$ cat src/rtl/key_sched_ctrl.sv
// key_sched_ctrl
// Sequencing controller for the round-key generator. Accepts cipher keys,
// launches one expansion per new key (skipping keys that match the cached
// schedule), holds off block starts while round keys are being rewritten and
// verifies that every expansion wrote the expected number of round keys.
module key_sched_ctrl #(
  parameter int KEY_BITS    = 256,
  parameter int RK_CNT_BITS = 4
) (
  input  logic                   clk,
  input  logic                   reset,
  input  logic                   key_valid,
  output logic                   key_ready,
  input  logic [KEY_BITS-1:0]    key,
  input  logic [1:0]             key_mode,
  input  logic                   flush,
  input  logic                   blk_valid,
  output logic                   blk_ready,
  input  logic                   blk_done,
  output logic                   gen_en,
  output logic [KEY_BITS-1:0]    gen_key,
  output logic                   gen_aes128_mode,
  output logic                   gen_aes256_mode,
  output logic [RK_CNT_BITS-1:0] gen_rounds_total,
  input  logic                   gen_w_e,
  input  logic                   gen_done,
  output logic                   keys_valid,
  output logic                   key_err,
  output logic                   sched_err
);

  localparam logic [2:0] S_IDLE   = 3'd0;
  localparam logic [2:0] S_DRAIN  = 3'd1;
  localparam logic [2:0] S_START  = 3'd2;
  localparam logic [2:0] S_EXPAND = 3'd3;
  localparam logic [2:0] S_READY  = 3'd4;

  localparam logic [1:0] MODE_128 = 2'b00;
  localparam logic [1:0] MODE_256 = 2'b10;

  logic [2:0]             state;
  logic [1:0]             cache_mode;
  logic                   cache_valid;
  logic                   core_busy;
  logic                   flush_pend;
  logic                   drain_to_idle;
  logic [RK_CNT_BITS:0]   wr_cnt;

  logic                   mode_legal;
  logic                   hit;
  logic                   key_acc;
  logic                   blk_acc;
  logic                   drain_done;
  logic [RK_CNT_BITS-1:0] mode_rounds;
  logic [RK_CNT_BITS:0]   wr_final;
  logic [RK_CNT_BITS:0]   wr_target;

  // A pending flush disqualifies the cache so a flushed schedule is never reused.
  assign mode_legal  = (key_mode == MODE_128) || (key_mode == MODE_256);
  assign hit         = cache_valid && !flush_pend && (key == gen_key) && (key_mode == cache_mode);
  assign key_ready   = (state == S_IDLE) || (state == S_READY);
  assign key_acc     = key_valid && key_ready;
  assign blk_ready   = (state == S_READY) && !core_busy && !(key_valid && !hit) && !flush_pend;
  assign blk_acc     = blk_valid && blk_ready;
  assign gen_en      = (state == S_START);
  assign drain_done  = !core_busy || blk_done;
  assign mode_rounds = (key_mode == MODE_128) ? RK_CNT_BITS'(10) :
                       (key_mode == MODE_256) ? RK_CNT_BITS'(14) : '0;
  assign wr_final    = wr_cnt + {{RK_CNT_BITS{1'b0}}, gen_w_e};
  assign wr_target   = {1'b0, gen_rounds_total} + {{RK_CNT_BITS{1'b0}}, 1'b1};

  // Track the single outstanding block in the cipher core.
  always_ff @(posedge clk) begin
    if (reset) begin
      core_busy <= 1'b0;
    end else if (blk_acc) begin
      core_busy <= 1'b1;
    end else if (blk_done) begin
      core_busy <= 1'b0;
    end
  end

  // Capture the accepted key and its mode; these stay stable for the generator.
  always_ff @(posedge clk) begin
    if (reset) begin
      gen_key          <= '0;
      cache_mode       <= 2'b00;
      gen_aes128_mode  <= 1'b0;
      gen_aes256_mode  <= 1'b0;
      gen_rounds_total <= '0;
    end else if (key_acc) begin
      gen_key          <= key;
      cache_mode       <= key_mode;
      gen_aes128_mode  <= (key_mode == MODE_128);
      gen_aes256_mode  <= (key_mode == MODE_256);
      gen_rounds_total <= mode_rounds;
    end
  end

  // Main sequencer: key acceptance, drain, expansion, write-count check and flush.
  always_ff @(posedge clk) begin
    if (reset) begin
      state         <= S_IDLE;
      cache_valid   <= 1'b0;
      keys_valid    <= 1'b0;
      key_err       <= 1'b0;
      sched_err     <= 1'b0;
      flush_pend    <= 1'b0;
      drain_to_idle <= 1'b0;
      wr_cnt        <= '0;
    end else begin
      key_err <= 1'b0;
      if (flush) begin
        flush_pend <= 1'b1;
      end
      case (state)
        S_IDLE, S_READY: begin
          if (state == S_IDLE) begin
            flush_pend <= 1'b0;
          end
          if (key_acc) begin
            if (!mode_legal) begin
              key_err       <= 1'b1;
              cache_valid   <= 1'b0;
              keys_valid    <= 1'b0;
              flush_pend    <= 1'b0;
              drain_to_idle <= 1'b1;
              state         <= core_busy ? S_DRAIN : S_IDLE;
            end else if (!hit) begin
              cache_valid   <= 1'b0;
              keys_valid    <= 1'b0;
              flush_pend    <= 1'b0;
              drain_to_idle <= 1'b0;
              state         <= core_busy ? S_DRAIN : S_START;
            end
          end else if ((state == S_READY) && flush_pend && !core_busy) begin
            cache_valid <= 1'b0;
            keys_valid  <= 1'b0;
            flush_pend  <= 1'b0;
            state       <= S_IDLE;
          end
        end
        S_DRAIN: begin
          if (drain_done) begin
            state         <= drain_to_idle ? S_IDLE : S_START;
            drain_to_idle <= 1'b0;
          end
        end
        S_START: begin
          wr_cnt <= '0;
          state  <= S_EXPAND;
        end
        S_EXPAND: begin
          wr_cnt <= wr_final;
          if (gen_done) begin
            if (wr_final == wr_target) begin
              cache_valid <= 1'b1;
              keys_valid  <= 1'b1;
              state       <= S_READY;
            end else begin
              sched_err   <= 1'b1;
              cache_valid <= 1'b0;
              state       <= S_IDLE;
            end
          end
        end
        default: begin
          state <= S_IDLE;
        end
      endcase
    end
  end

endmodule

$ cat config.mk
export PLATFORM = sky130hd
export DESIGN_NAME = key_sched_ctrl
export DESIGN_NICKNAME = d
export VERILOG_FILES = /design/src/rtl/key_sched_ctrl.sv
export SDC_FILE = /design/constraint.sdc
export NUM_CORES = 1
export LEC_CHECK = 0
export CAP_MARGIN = 15
export CORE_AREA = 2 2 209 211
export DETAILED_ROUTE_END_ITERATION = 6
export DIE_AREA = 0 0 211 213
export HOLD_SLACK_MARGIN = 0.06
export PLACE_DENSITY = 0.64
export SYNTH_ARGS = -nofsm -noshare
export SYNTH_HDL_FRONTEND = slang
export SYNTH_SLANG_ARGS = --single-unit
$ cat constraint.sdc
create_clock -name clk -period 6.7 [get_ports clk]
set_input_delay 1.675 -clock clk [delete_from_list [all_inputs] [get_ports clk]]
set_output_delay 1.675 -clock clk [all_outputs]
set_load 0.05 [all_outputs]
==> results.json, run 1 <==
{
  "status": "complete, no violations",
  "die_h_um": 213,
  "drc": 0,
  "hold_viol_final": 0,
  "cts_resized": 0,
  "yosys-top-cells-count": "nand2_1, dfxtp_1, a21oi_1",
  "crit_top_cell": "nor2b_1",
  "path_cells": "clkdlybuf4s50_1 > nor2b_1 > a2111oi_0 > buf_4 > nand4_1 > nor4_1 > and4_1 > and3_2 > nor2b_1 > nor2b_1 > buf_12",
  "cp_num_buf_inv": 3,
  "synth_area_per_cell_sq_um": 7.553,
  "yosys_warnings": 0,
  "cts_htree_levels": 2,
  "num-fill-cells": 4188,
  "insertion_delay_ps": 540,
  "synthFlopType": "dfxtp_1",
  "final-setup-viol-count": 0,
  "routed-via-count": 14050,
  "cts.sink_count": 276,
  "port_buffers": 532,
  "slew-limit-headroom": 0.2186,
  "grt_max_degree": 154,
  "syn-cell-area_sq_mm": 0.01307,
  "fin_hold_ws_ps": 470.8,
  "peakVddDrop_mv": 0.2238,
  "cp_slowest_stage_delay_ps": 880,
  "nNetsFinal": 2502,
  "end_kind": "primary output",
  "synth.area.top_cells": "dfxtp_1, nand2_1, a21oi_1",
  "ys_ff_latch": 276,
  "clockBufferDepth": 3,
  "postRouteAntennaNets": 0,
  "initial_core_util": 0.3062,
  "cts_tree": "yes",
  "post-dp-hpwl_mm": 49.67,
  "drive_above_1_share": 0.04087,
  "syn_to_final_growth_pct": 53.80,
  "cp-start-kind": "input port",
  "p_per_area_mw_per_mm2": 345.1,
  "fmax_ghz": 0.1551,
  "io_pins": 534,
  "syn-num-nets": 1999,
  "cts_root_buf": "clkbuf_16",
  "ys_types": 52,
  "synth_edf_count": 0,
  "design.die.area_sq_mm": 0.04494,
  "yosysTopAreaCellShare": 0.4226,
  "antenna_found_initial": 10,
  "p_leak_uw": 0.007410,
  "crit_type": "input port to primary output",
  "overflow": 0,
  "yosysMostFrequentCell": "nand2_1",
  "die_x_um": 211,
  "arrival_ps": 4770,
  "first_iter_violations": 1035,
  "cts.clk_slew.worst_paths_ps": 60,
  "core_sq_mm": 0.04270,
  "dr.pass1.iters": 5,
  "wl_mm": 63.78,
  "wl_per_cell_um": 22.77,
  "worst_slew_pin_slew_ps": 1172,
  "synthArstFlopShare": 0,
  "track_usage": 0.2723,
  "rsz0062_at_grt": "false",
  "place_congestion": 0.8506,
  "synthCells": 1731,
  "post_cts_buffers": 0,
  "max_cap_violations": 0,
  "hp-class": "flop to flop",
  "layout_min_cycle_time_ps": 6449,
  "ys_seq_area_frac": 0.4226,
  "crit_family": "simple AND/OR/NAND/NOR gates",
  "critPathMaxFanout": 3,
  "tns_ps": 0,
  "grt_pass1_vias": 13640,
  "report.final.slew_viol_count": 0,
  "period_share": 0.9626,
  "clock_skew_ps": 15.39,
  "vias_per_cell": 5.015,
  "slowest_stage": "a2111oi_0",
  "num_rows": 76,
  "grt_pass1_wl_mm": 89.26,
  "yosysTopAreaCell": "dfxtp_1",
  "cts_hold_buf": 0,
  "cp.required_ps": 5030,
  "numCtsBuffers": 35
}
per-layer routing:
layer  vias up  part of all wire  track usage
met5         -           0.00020            0
met4         2             0.024      0.08742
met3        70             0.080      0.07119
met2       577              0.50       0.4809
met1      6649              0.40       0.3211
li1       6748                 -            -
layout make-up:
type / count / area [sq um] / share of cell area
Antenna cell: 4 / 10.01 / 0.0004978
Clock inverter: 8 / 90.09 / 0.004480
Inverter: 78 / 292.8 / 0.01456
Clock buffer: 46 / 999.7 / 0.04972
Multi-Input combinational cell: 1282 / 6912 / 0.3437
Timing Repair Buffer: 561 / 5595 / 0.2783
Tap cell: 546 / 683.2 / 0.03397
Sequential cell: 276 / 5525 / 0.2748
worst min-delay path, stage by stage (launching register included):
cell	delay, ps
dfxtp_1	310
nand2_1	50
a21oi_1	60
worst paths after layout:
path / slack, ps / depth (start not counted) / end / start
worst min-delay path: 470 / 2 / wr_cnt[0] / wr_cnt[0]
worst max register to register: 3750 / 9 / state[2] / gen_key[87]
worst max-delay path: 250 / 11 / blk_ready / key[103]
worst min register to register: 470 / 2 / wr_cnt[0] / wr_cnt[0]
where the power goes:
group          switching (uW)  internal [uW]
Combinational            1960            960
Sequential                252           1900
Clock                     746           1110
registers in the layout, indices dropped and copies added, names as in the netlist:
name and cells:
drain_to_idle 1, cache_mode 2, state 3, cache_valid 1, gen_key 256, sched_err 1, core_busy 1, gen_rounds_total 2
wr_cnt 5, gen_aes128_mode 1, key_err 1, keys_valid 1, flush_pend 1
cells by family after synthesis:
logic type | share of synthesized area
adders and majority gates | 0.001914
muxes | 0.0007657
buffers and inverters | 0.05053
AOI/OAI and AO/OA | 0.1640
DFF | 0.4226
and+or+nand+nor | 0.2647
xor gates and xnor gates | 0.09513
other | 0.0002868
per-stage QoR:
step,total power (uW),cells,cell area [sq um],worst slack (ps),utilization
6_report,6939,2801,20110,250.6,0.4710
5_1_grt,7246,2800,20110,0.2660,0.4709
4_1_cts,7003,2797,20080,3.594,0.4704
3_5_place_dp,5116,2743,18990,6.937,0.4449
3_3_place_gp,5082,2743,18990,35.12,0.4449
2_1_floorplan,3912,1731,13070,1188,-
layout by cell type, fill, tap and decap left out, types with 6 or more instances in the layout:
cell / Yosys / final
a2111oi_0: 25 / 25
a21oi_1: 270 / 270
buf_4: 3 / 26
clkbuf_16: 0 / 37
clkdlybuf4s50_1: 0 / 530
clkinv_2: 0 / 6
dfxtp_1: 276 / 276
inv_1: 78 / 78
nand2_1: 529 / 528
nand2b_1: 34 / 34
nand4_1: 28 / 28
nor2_1: 23 / 23
nor2b_1: 90 / 90
nor3_1: 8 / 8
nor4_1: 31 / 30
o2111ai_1: 8 / 8
o221ai_1: 6 / 6
o22ai_1: 22 / 22
xnor2_1: 76 / 75
xor2_1: 66 / 66
(Power assumes the default switching activity.)
==> inputs of run 2 (changes only) <==
--- a/config.mk
+++ b/config.mk
@@ -9,6 +9,7 @@
 export CORE_AREA = 2 2 209 211
 export DETAILED_ROUTE_END_ITERATION = 6
 export DIE_AREA = 0 0 211 213
+export GPL_TIMING_DRIVEN = 0
 export HOLD_SLACK_MARGIN = 0.06
 export PLACE_DENSITY = 0.64
 export SYNTH_ARGS = -nofsm -noshare
==> run 2 against run 1 <==
Compared with the run above: maximum frequency fell by 3.4%; critical endpoint unchanged; die area did not move; critical path type unchanged; worst setup slack got worse by 230 ps; sequential cell count did not move; critical path depth fell by 1.
==> results.json, run 2 (synthesized netlist as in run 1, its figures left out) <==
{
  "status": "complete, no violations",
  "cts_root_buf": "clkbuf_16",
  "core_sq_mm": 0.04270,
  "peakVddDrop_mv": 0.1987,
  "reg_top3": "gen_key x256, wr_cnt x5, state x3",
  "post-dp-hpwl_mm": 64.63,
  "wl_per_cell_um": 28.30,
  "syn_to_final_growth_pct": 55.72,
  "rsz0062_at_grt": "false",
  "grt_pass1_vias": 14630,
  "cts_hold_buf": 0,
  "ff2ff_setup_slack_ps": 3210,
  "p_switching_uw": 3356,
  "largest_reg_flops": 256,
  "grt_max_degree": 12,
  "drc": 0,
  "end_kind": "primary output",
  "top_register": "gen_key",
  "report.final.slew_viol_count": 0,
  "cp-startpoint": "key[234]",
  "crit_type": "input port to primary output",
  "initial_core_util": 0.3062,
  "first_iter_violations": 1573,
  "r2r_end": "gen_key[2]",
  "postLayoutCellArea_sq_mm": 0.02036,
  "die_h_um": 213,
  "nNetsFinal": 2566,
  "port_buffers": 530,
  "post_cts_buffers": 0,
  "wl_mm": 81.37,
  "design.die.area_sq_mm": 0.04494,
  "multi_input_area_sq_mm": 0.007041,
  "worst_slew_pin_slew_ps": 1282,
  "clockBufferDepth": 3,
  "cts_tree": "yes",
  "num-fill-cells": 4191,
  "hp-class": "flop to flop",
  "postRouteAntennaNets": 0,
  "drive_above_1_share": 0.03445,
  "clock_power_share": 0.258,
  "slew-limit-headroom": 0.1453,
  "max_cap_violations": 0,
  "final-setup-viol-count": 0,
  "io_pins": 534,
  "cts.clk_slew.worst_paths_ps": 60,
  "whs_path_depth": 2,
  "antenna_found_initial": 8,
  "dp_cells": 2807,
  "swShare": 0.4568,
  "r2r_start": "state[1]",
  "min_from": "wr_cnt[0]",
  "track_usage": 0.3513,
  "vias_per_cell": 5.366,
  "combPwrFrac": 0.445,
  "dpl_cell_area_sq_mm": 0.01906,
  "grt_pass1_wl_mm": 109.5,
  "routed-via-count": 15430,
  "dr.pass1.iters": 5,
  "layout_min_cycle_time_ps": 6677,
  "cp.required_ps": 5030,
  "period_share": 0.9965,
  "seqPwrFrac": 0.297,
  "num_rows": 76,
  "cts_htree_levels": 2,
  "critPathMaxFanout": 2,
  "p_per_area_mw_per_mm2": 360.8,
  "insertion_delay_ps": 550,
  "cts.sink_count": 276,
  "hold_viol_final": 0,
  "cp-start-kind": "input port",
  "place_congestion": 0.9167,
  "rr_worst_depth": 8,
  "mostFrequentLayoutCells": "nand2_1, clkdlybuf4s50_1, dfxtp_1",
  "register_area_sq_mm": 0.005525,
  "die_x_um": 211,
  "numCtsBuffers": 35,
  "fmax_ghz": 0.1498,
  "arrival_ps": 5000,
  "p_int_uw": 3990,
  "clock_skew_ps": 11.08,
  "p_leak_uw": 0.007422,
  "fin_cells": 2875,
  "hold_path_end": "wr_cnt[0]",
  "overflow": 0
}
-- run 2: cell types whose count changed in the layout (fill, tap and decap cells not counted), sizes merged --
cell	change
clkbuf	+101
buf	-27
diode	+3
bufinv	-2
clkinv	-2
clkdlybuf4s15	+1
clkdlybuf4s50	-1
clkinvlp	+1
-- run 2: stage by stage --
stage / setup WS, ps / util / hold WS, ps / power (uW) / TNS [ps]
after CTS: 1.110 / 0.4745 / 468.2 / 7305 / 0
final: 23.15 / 0.4768 / 470.5 / 7346 / 0
after floorplan: 1188 / - / 435.6 / 3912 / 0
after global placement: -904.4 / 0.4465 / 449.3 / 5382 / -904.4
after detailed placement: -897.8 / 0.4465 / 460.2 / 5406 / -897.8
after global routing: 5.186 / 0.4766 / 493.9 / 7571 / 0
-- run 2: power by group through the flow --
stage	Clock, uW	Combinational [uW]	Sequential [uW]
2_1_floorplan	0	937	2980
3_3_place_gp	0	3190	2190
3_5_place_dp	0	3210	2200
4_1_cts	1900	3230	2170
5_1_grt	1980	3380	2210
6_report	1890	3270	2180
-- run 2: repair_timing --
action | in CTS | in global routing
pin swaps | 0 | 0
endpoints found under the setup margin | 1 | 1
resized for setup | 23 | 14
-- run 2: final cells by class --
cell class | count | share of cell area
multi-input combinational | 1282 | 0.3458
sequential | 276 | 0.2714
timing repair buffer | 530 | 0.2606
clock buffer | 56 | 0.05390
tap | 546 | 0.03356
buffer | 95 | 0.01807
inverter | 78 | 0.01438
clock inverter | 5 | 0.001352
antenna | 7 | 0.0008604
-- run 2: worst max path at each step --
stage           endpoint  slack, ps  depth (start not counted)
3_5_place_dp   blk_ready       -900                         10
4_1_cts        blk_ready          1                         10
3_3_place_gp   blk_ready       -900                         10
6_report       blk_ready         20                         10
2_1_floorplan  blk_ready       1190                          8
5_1_grt        blk_ready          5                         10
-- run 2: routing by layer --
metal / track usage / part of all wire / vias to the layer above
met4: 0.1299 / 0.034 / 6
met5: 0 / 0.00045 / -
li1: - / - / 6919
met3: 0.1002 / 0.10 / 138
met2: 0.5900 / 0.47 / 912
met1: 0.4274 / 0.39 / 7451
-- run 2: critical path, cell delays in order --
cell	delay [ps]
clkdlybuf4s50_1	580
inv_1	100
a22o_1	310
a2111oi_1	630
nand4_1	380
nor4_4	430
and3_2	280
nor2b_1	70
nor2b_1	150
clkdlybuf4s15_2	390
==> RTL change 1 (settings of run 2) <==
Set the parameter `RK_CNT_BITS` to 6 (it was 4).
--- a/src/rtl/key_sched_ctrl.sv
+++ b/src/rtl/key_sched_ctrl.sv
@@ -5,7 +5,7 @@
 // verifies that every expansion wrote the expected number of round keys.
 module key_sched_ctrl #(
   parameter int KEY_BITS    = 256,
-  parameter int RK_CNT_BITS = 4
+  parameter int RK_CNT_BITS = 6
 ) (
   input  logic                   clk,
   input  logic                   reset,
Interface: changed (resized gen_rounds_total); port bits go from 534 to 536. The function was not compared with the original's and may differ.
==> RTL change 1 against run 2 <==
Setup slack got worse by 0.059 ns; first-iteration DRC count down 4.6%; total power decreased by 25%; maximum frequency decreased by 0.87%; the flow now finishes with violations (setup timing); area after synthesis increased by 1.3%; routed wire length is 3.1% higher; final area increased by 0.76%; sequential cell count grew 2; highest routed layer unchanged.
==> RTL change 1: results (changes against run 2) <==
[sta]
finalSetupViolCount=1  ; was 0
clock_skew_ns=0.0125  ; was 0.0111 ns
worst_slack_ns=-0.0355  ; was 0.0232 ns
max_slew_margin_pct=15.6  ; was 14.5%

[cells_and_area]
fill_cells=4177  ; was 4191
drive_gt1_share_pct=3.39  ; was 3.45%
largestRegisters=gen_key (256), wr_cnt (7), state (3)  ; was gen_key (256), wr_cnt (5), state (3)
nNetsFinal=2608  ; was 2566

[detailed_routing]
dr.pass1.iters=6  ; was 5
drt_wl_total_mm=83.9  ; was 81.4 mm
drt_iter0_drc=1500  ; was 1573
vias=15700  ; was 15400
drcViolationCount=0  ; unchanged

[logic_synthesis]
synthMuxAreaShare_pct=0  ; was 0.0766%
synth-xor-area-share_pct=8.53  ; was 9.51%
synth.area.top_cells=dfxtp_1 (42%), nand2_1 (15%), a21oi_1 (10%), xor2_1 (6.7%), nor2b_1 (5.1%)  ; was dfxtp_1 (42%), nand2_1 (15%), a21oi_1 (10%), xnor2_1 (5.1%), xor2_1 (4.4%)
synth-adder-area-share_pct=0.189  ; was 0.191%
synth-compound-area-share_pct=17.2  ; was 16.4%
yosysUniqueCellTypes=50  ; was 52
yosys-top-cells-count=nand2_1 (535), dfxtp_1 (278), a21oi_1 (275)  ; was nand2_1 (529), dfxtp_1 (276), a21oi_1 (270)
yosys_warnings=0  ; unchanged
ys_seq_area_share_pct=42.0  ; was 42.3%
synth_ff_type=dfxtp_1  ; unchanged

[cts]
numCtsBuffers=36  ; was 35
cts_htree_levels=2  ; unchanged
insertion_delay_ns=0.55  ; about the same
cts-root-buf=clkbuf_16  ; unchanged
clk_pin_slew_ns=0.05
max-clock-path-buffers=3  ; unchanged

[outcome]
violations=setup timing
outcome=complete, but fails checks  ; was complete, no violations

[place]
place_ws_ns=-0.684  ; was -0.898 ns
dp_hpwl_mm=65.4  ; was 64.6 mm
globalplace.congestion=0.943  ; was 0.917
io_buffers=530  ; unchanged

[setup_path]
crit_family=simple AND/OR/NAND/NOR gates  ; unchanged
slowest_stage=nor4_1  ; was a2111oi_1
cp-startpoint=key[100]  ; was key[234]
crit-reg2reg-launch=state[1]$_SDFFE_PP0P_  ; unchanged
critical_path.max_stage_delay_ns=0.62
critPathMaxFanout=4  ; was 2
cp.arrival_ns=5.06  ; was 5.00 ns

[global_route]
grt_pass1_wl_mm=112  ; was 109 mm
grt_max_degree=12  ; unchanged
antenna_found_initial=6  ; was 8
gr-usage-all-layers_pct=36.0  ; was 35.1%
grt_pass1_vias=15000  ; was 14600

[power]
p_leak_nw=7.71  ; was 7.42 nW
ir_drop_mv=0.163  ; was 0.199 mV

[hold_path]
min_path_type=flip-flop to flip-flop  ; unchanged
min_from=gen_key[35]$_SDFFE_PP0P_  ; was wr_cnt[0]$_SDFFE_PP0P_

[floorplan]
fp.dieW_um=211  ; unchanged

[RTL change 1: logic make-up (layout without fill, tap and decap cells)]
group,Yosys count,in the layout
buffers and inverters,183,778
AND/OR/NAND/NOR,791,791
other,1,7
adder cells (fa/ha/maj),2,2
XOR/XNOR,129,129
AO/OA/AOI/OAI,382,382
flip-flops,278,278
[RTL change 1: cell type report]
class	count	share of cell area [%]
plain buffers	99	1.90
well taps	546	3.33
clock inverters	9	0.366
flip-flops and latches	278	27.1
diodes	4	0.0488
clock buffers	52	5.23
inverters	84	1.54
repair buffers	534	26.0
multi-input cells	1307	34.5
[RTL change 1: final timing paths]
check	endpoint	slack, ns	depth (start not counted)
worst min register to register	gen_key[35]$_SDFFE_PP0P_	0.47	2
worst max register to register	gen_key[121]$_SDFFE_PP0P_	3.25	8
worst min-delay path	gen_key[35]$_SDFFE_PP0P_	0.47	2
worst max-delay path	blk_ready	-0.04	10
[RTL change 1: metrics by stage]
stage	setup TNS (ns)	cells	cell area, um^2	power (mW)	hold slack [ns]
3_3_place_gp	-0.897	2844	19200	3.52	0.447
6_report	-0.0355	2913	20500	5.49	0.475
4_1_cts	0	2909	20500	5.48	0.472
3_5_place_dp	-0.684	2848	19300	3.54	0.462
2_1_floorplan	0	1768	13200	2.73	0.436
5_1_grt	0	2910	20500	5.63	0.493
[RTL change 1: timing repair]
item,4_1_cts,5_1_grt
pin swaps,0,0
cloned,0,0
endpoints found under the setup margin,1,1
buffers inserted,0,0
resized for setup,18,6
[RTL change 1: routing by layer]
layer / vias up / GRT usage [%] / wire [um]
met3: 183 / 9.84 / 8420
met2: 908 / 59.3 / 38500
met4: 4 / 16.5 / 3990
li1: 7053 / - / -
met1: 7528 / 43.9 / 32900
met5: - / 0 / 23
[RTL change 1: tightest hold or removal path: stages (launching register included)]
cell	delay [ns]
dfxtp_1	0.32
nand2_1	0.06
a21oi_1	0.05
[RTL change 1: power by group]
group | internal (mW) | switching (mW)
Combinational | 0.531 | 1.11
Clock | 1.14 | 0.800
Sequential | 1.78 | 0.129
Total | 3.45 | 2.04
==> RTL change 2 (config.mk and constraints of run 2) <==
Without the edit above. Put one more register stage on the output `sched_err`, with the module's reset. The value now appears one clock later. The other outputs are not delayed to match.
--- a/src/rtl/key_sched_ctrl.sv
+++ b/src/rtl/key_sched_ctrl.sv
@@ -37,6 +37,8 @@
 
   localparam logic [1:0] MODE_128 = 2'b00;
   localparam logic [1:0] MODE_256 = 2'b10;
+
+  logic sched_err_s0;
 
   logic [2:0]             state;
   logic [1:0]             cache_mode;
@@ -104,7 +106,7 @@
       cache_valid   <= 1'b0;
       keys_valid    <= 1'b0;
       key_err       <= 1'b0;
-      sched_err     <= 1'b0;
+      sched_err_s0  <= 1'b0;
       flush_pend    <= 1'b0;
       drain_to_idle <= 1'b0;
       wr_cnt        <= '0;
@@ -158,7 +160,7 @@
               keys_valid  <= 1'b1;
               state       <= S_READY;
             end else begin
-              sched_err   <= 1'b1;
+              sched_err_s0 <= 1'b1;
               cache_valid <= 1'b0;
               state       <= S_IDLE;
             end
@@ -171,5 +173,13 @@
     end
   end
 
+  always_ff @(posedge clk) begin
+    if (reset) begin
+      sched_err <= '0;
+    end else begin
+      sched_err <= sched_err_s0;
+    end
+  end
+
 endmodule
 
Function: not settled (the Yosys comparison gave no result); the edit may change what the design does.
==> RTL change 2 against run 2 <==
Sequential cell count grew 1; final area shrank 0.38%; maximum frequency grew 1.3%; synthesized cell count shrank 0.92%; first-iteration DRC count shrank 6.9%; total power shrank 23%; setup slack gained 0.083 ns; routed wire length shrank 1.1%; area after synthesis shrank 0.56%; global-route usage shrank 0.46 points; cell count shrank 0.66%; sequential share of layout area grew 0.20 points; die area is the same; largest power group is now the clock network; highest routed layer is now met4.
==> RTL change 2: results (changes against run 2) <==
[setup_path]
critPathMaxFanout=3  ; was 2
cp.arrival_ns=4.92  ; was 5.00 ns
cp-startpoint=key[240]  ; was key[234]
crit-reg2reg-launch=state[0]$_SDFFE_PP0P_  ; was state[1]$_SDFFE_PP0P_

[sta]
fin_hold_ws_ns=0.464  ; was 0.471 ns

[detailed_routing]
highest_layer=met4  ; was met5
route.met3.wl_mm=7.54  ; was 8.37 mm
drt_iter0_drc=1464  ; was 1573
wl_met2_mm=37.7  ; was 38.4 mm
met1_length_mm=31.8  ; was 31.7 mm
vias=15200  ; was 15400

[global_route]
grt_util_met2_pct=58.3  ; was 59.0%
antenna_found_initial=1  ; was 8
grt_use_met1_pct=42.5  ; was 42.7%
gr-usage-all-layers_pct=34.7  ; was 35.1%

[logic_synthesis]
synth.area.top_cells=dfxtp_1 (43%), nand2_1 (15%), a21oi_1 (10%), xor2_1 (6.9%), nor2b_1 (3.8%)  ; was dfxtp_1 (42%), nand2_1 (15%), a21oi_1 (10%), xnor2_1 (5.1%), xor2_1 (4.4%)
avgSynthCellArea_um2=7.58  ; was 7.55 um^2
ys_seq_area_share_pct=42.7  ; was 42.3%
synth-xor-area-share_pct=10.3  ; was 9.51%
synth-adder-area-share_pct=0.192  ; was 0.191%
syn_nets=1983  ; was 1999
yosys-top-cells-count=nand2_1 (531), dfxtp_1 (277), a21oi_1 (270)  ; was nand2_1 (529), dfxtp_1 (276), a21oi_1 (270)

[cells_and_area]
final_cells=2856  ; was 2875
nNetsFinal=2552  ; was 2566
fill_cells=4218  ; was 4191

[power]
combPwrFrac_pct=30.8  ; was 44.5%
p_total_mw=5.65  ; was 7.35 mW
p_clk_mw=1.99  ; was 1.89 mW
p_sw_mw=2.12  ; was 3.36 mW

[place]
globalplace.congestion=0.966  ; was 0.917
dp_hpwl_mm=64.0  ; was 64.6 mm

[outcome]
outcome=complete, no violations  ; unchanged

-- RTL change 2: kinds of logic (layout without fill, tap and decap cells) --
logic type / Yosys count / count (layout)
AOI/OAI and AO/OA: 363 / 363
xor gates and xnor gates: 153 / 153
adders and majority gates: 2 / 2
buffers and inverters: 163 / 756
DFF: 277 / 277
muxes: 1 / 1
other: 1 / 3
and+or+nand+nor: 755 / 755
-- RTL change 2: critical path, stage by stage --
cell and delay (ns):
clkdlybuf4s50_1 0.49, xor2_1 0.17, nor4_1 0.62, nand4_1 0.39, nor4_1 0.46, nand4_1 0.32
o21a_1 0.30, nor3b_2 0.21, clkbuf_4 0.27
-- RTL change 2: layout make-up --
class	count	area, um^2	area share, %
Clock buffer	49	991	4.89
Clock inverter	12	168	0.827
Inverter	70	263	1.30
Buffer	93	360	1.78
Antenna cell	2	5.00	0.0247
Multi-Input combinational cell	1275	6940	34.2
Timing Repair Buffer	532	5330	26.3
Tap cell	546	683	3.37
Sequential cell	277	5550	27.3
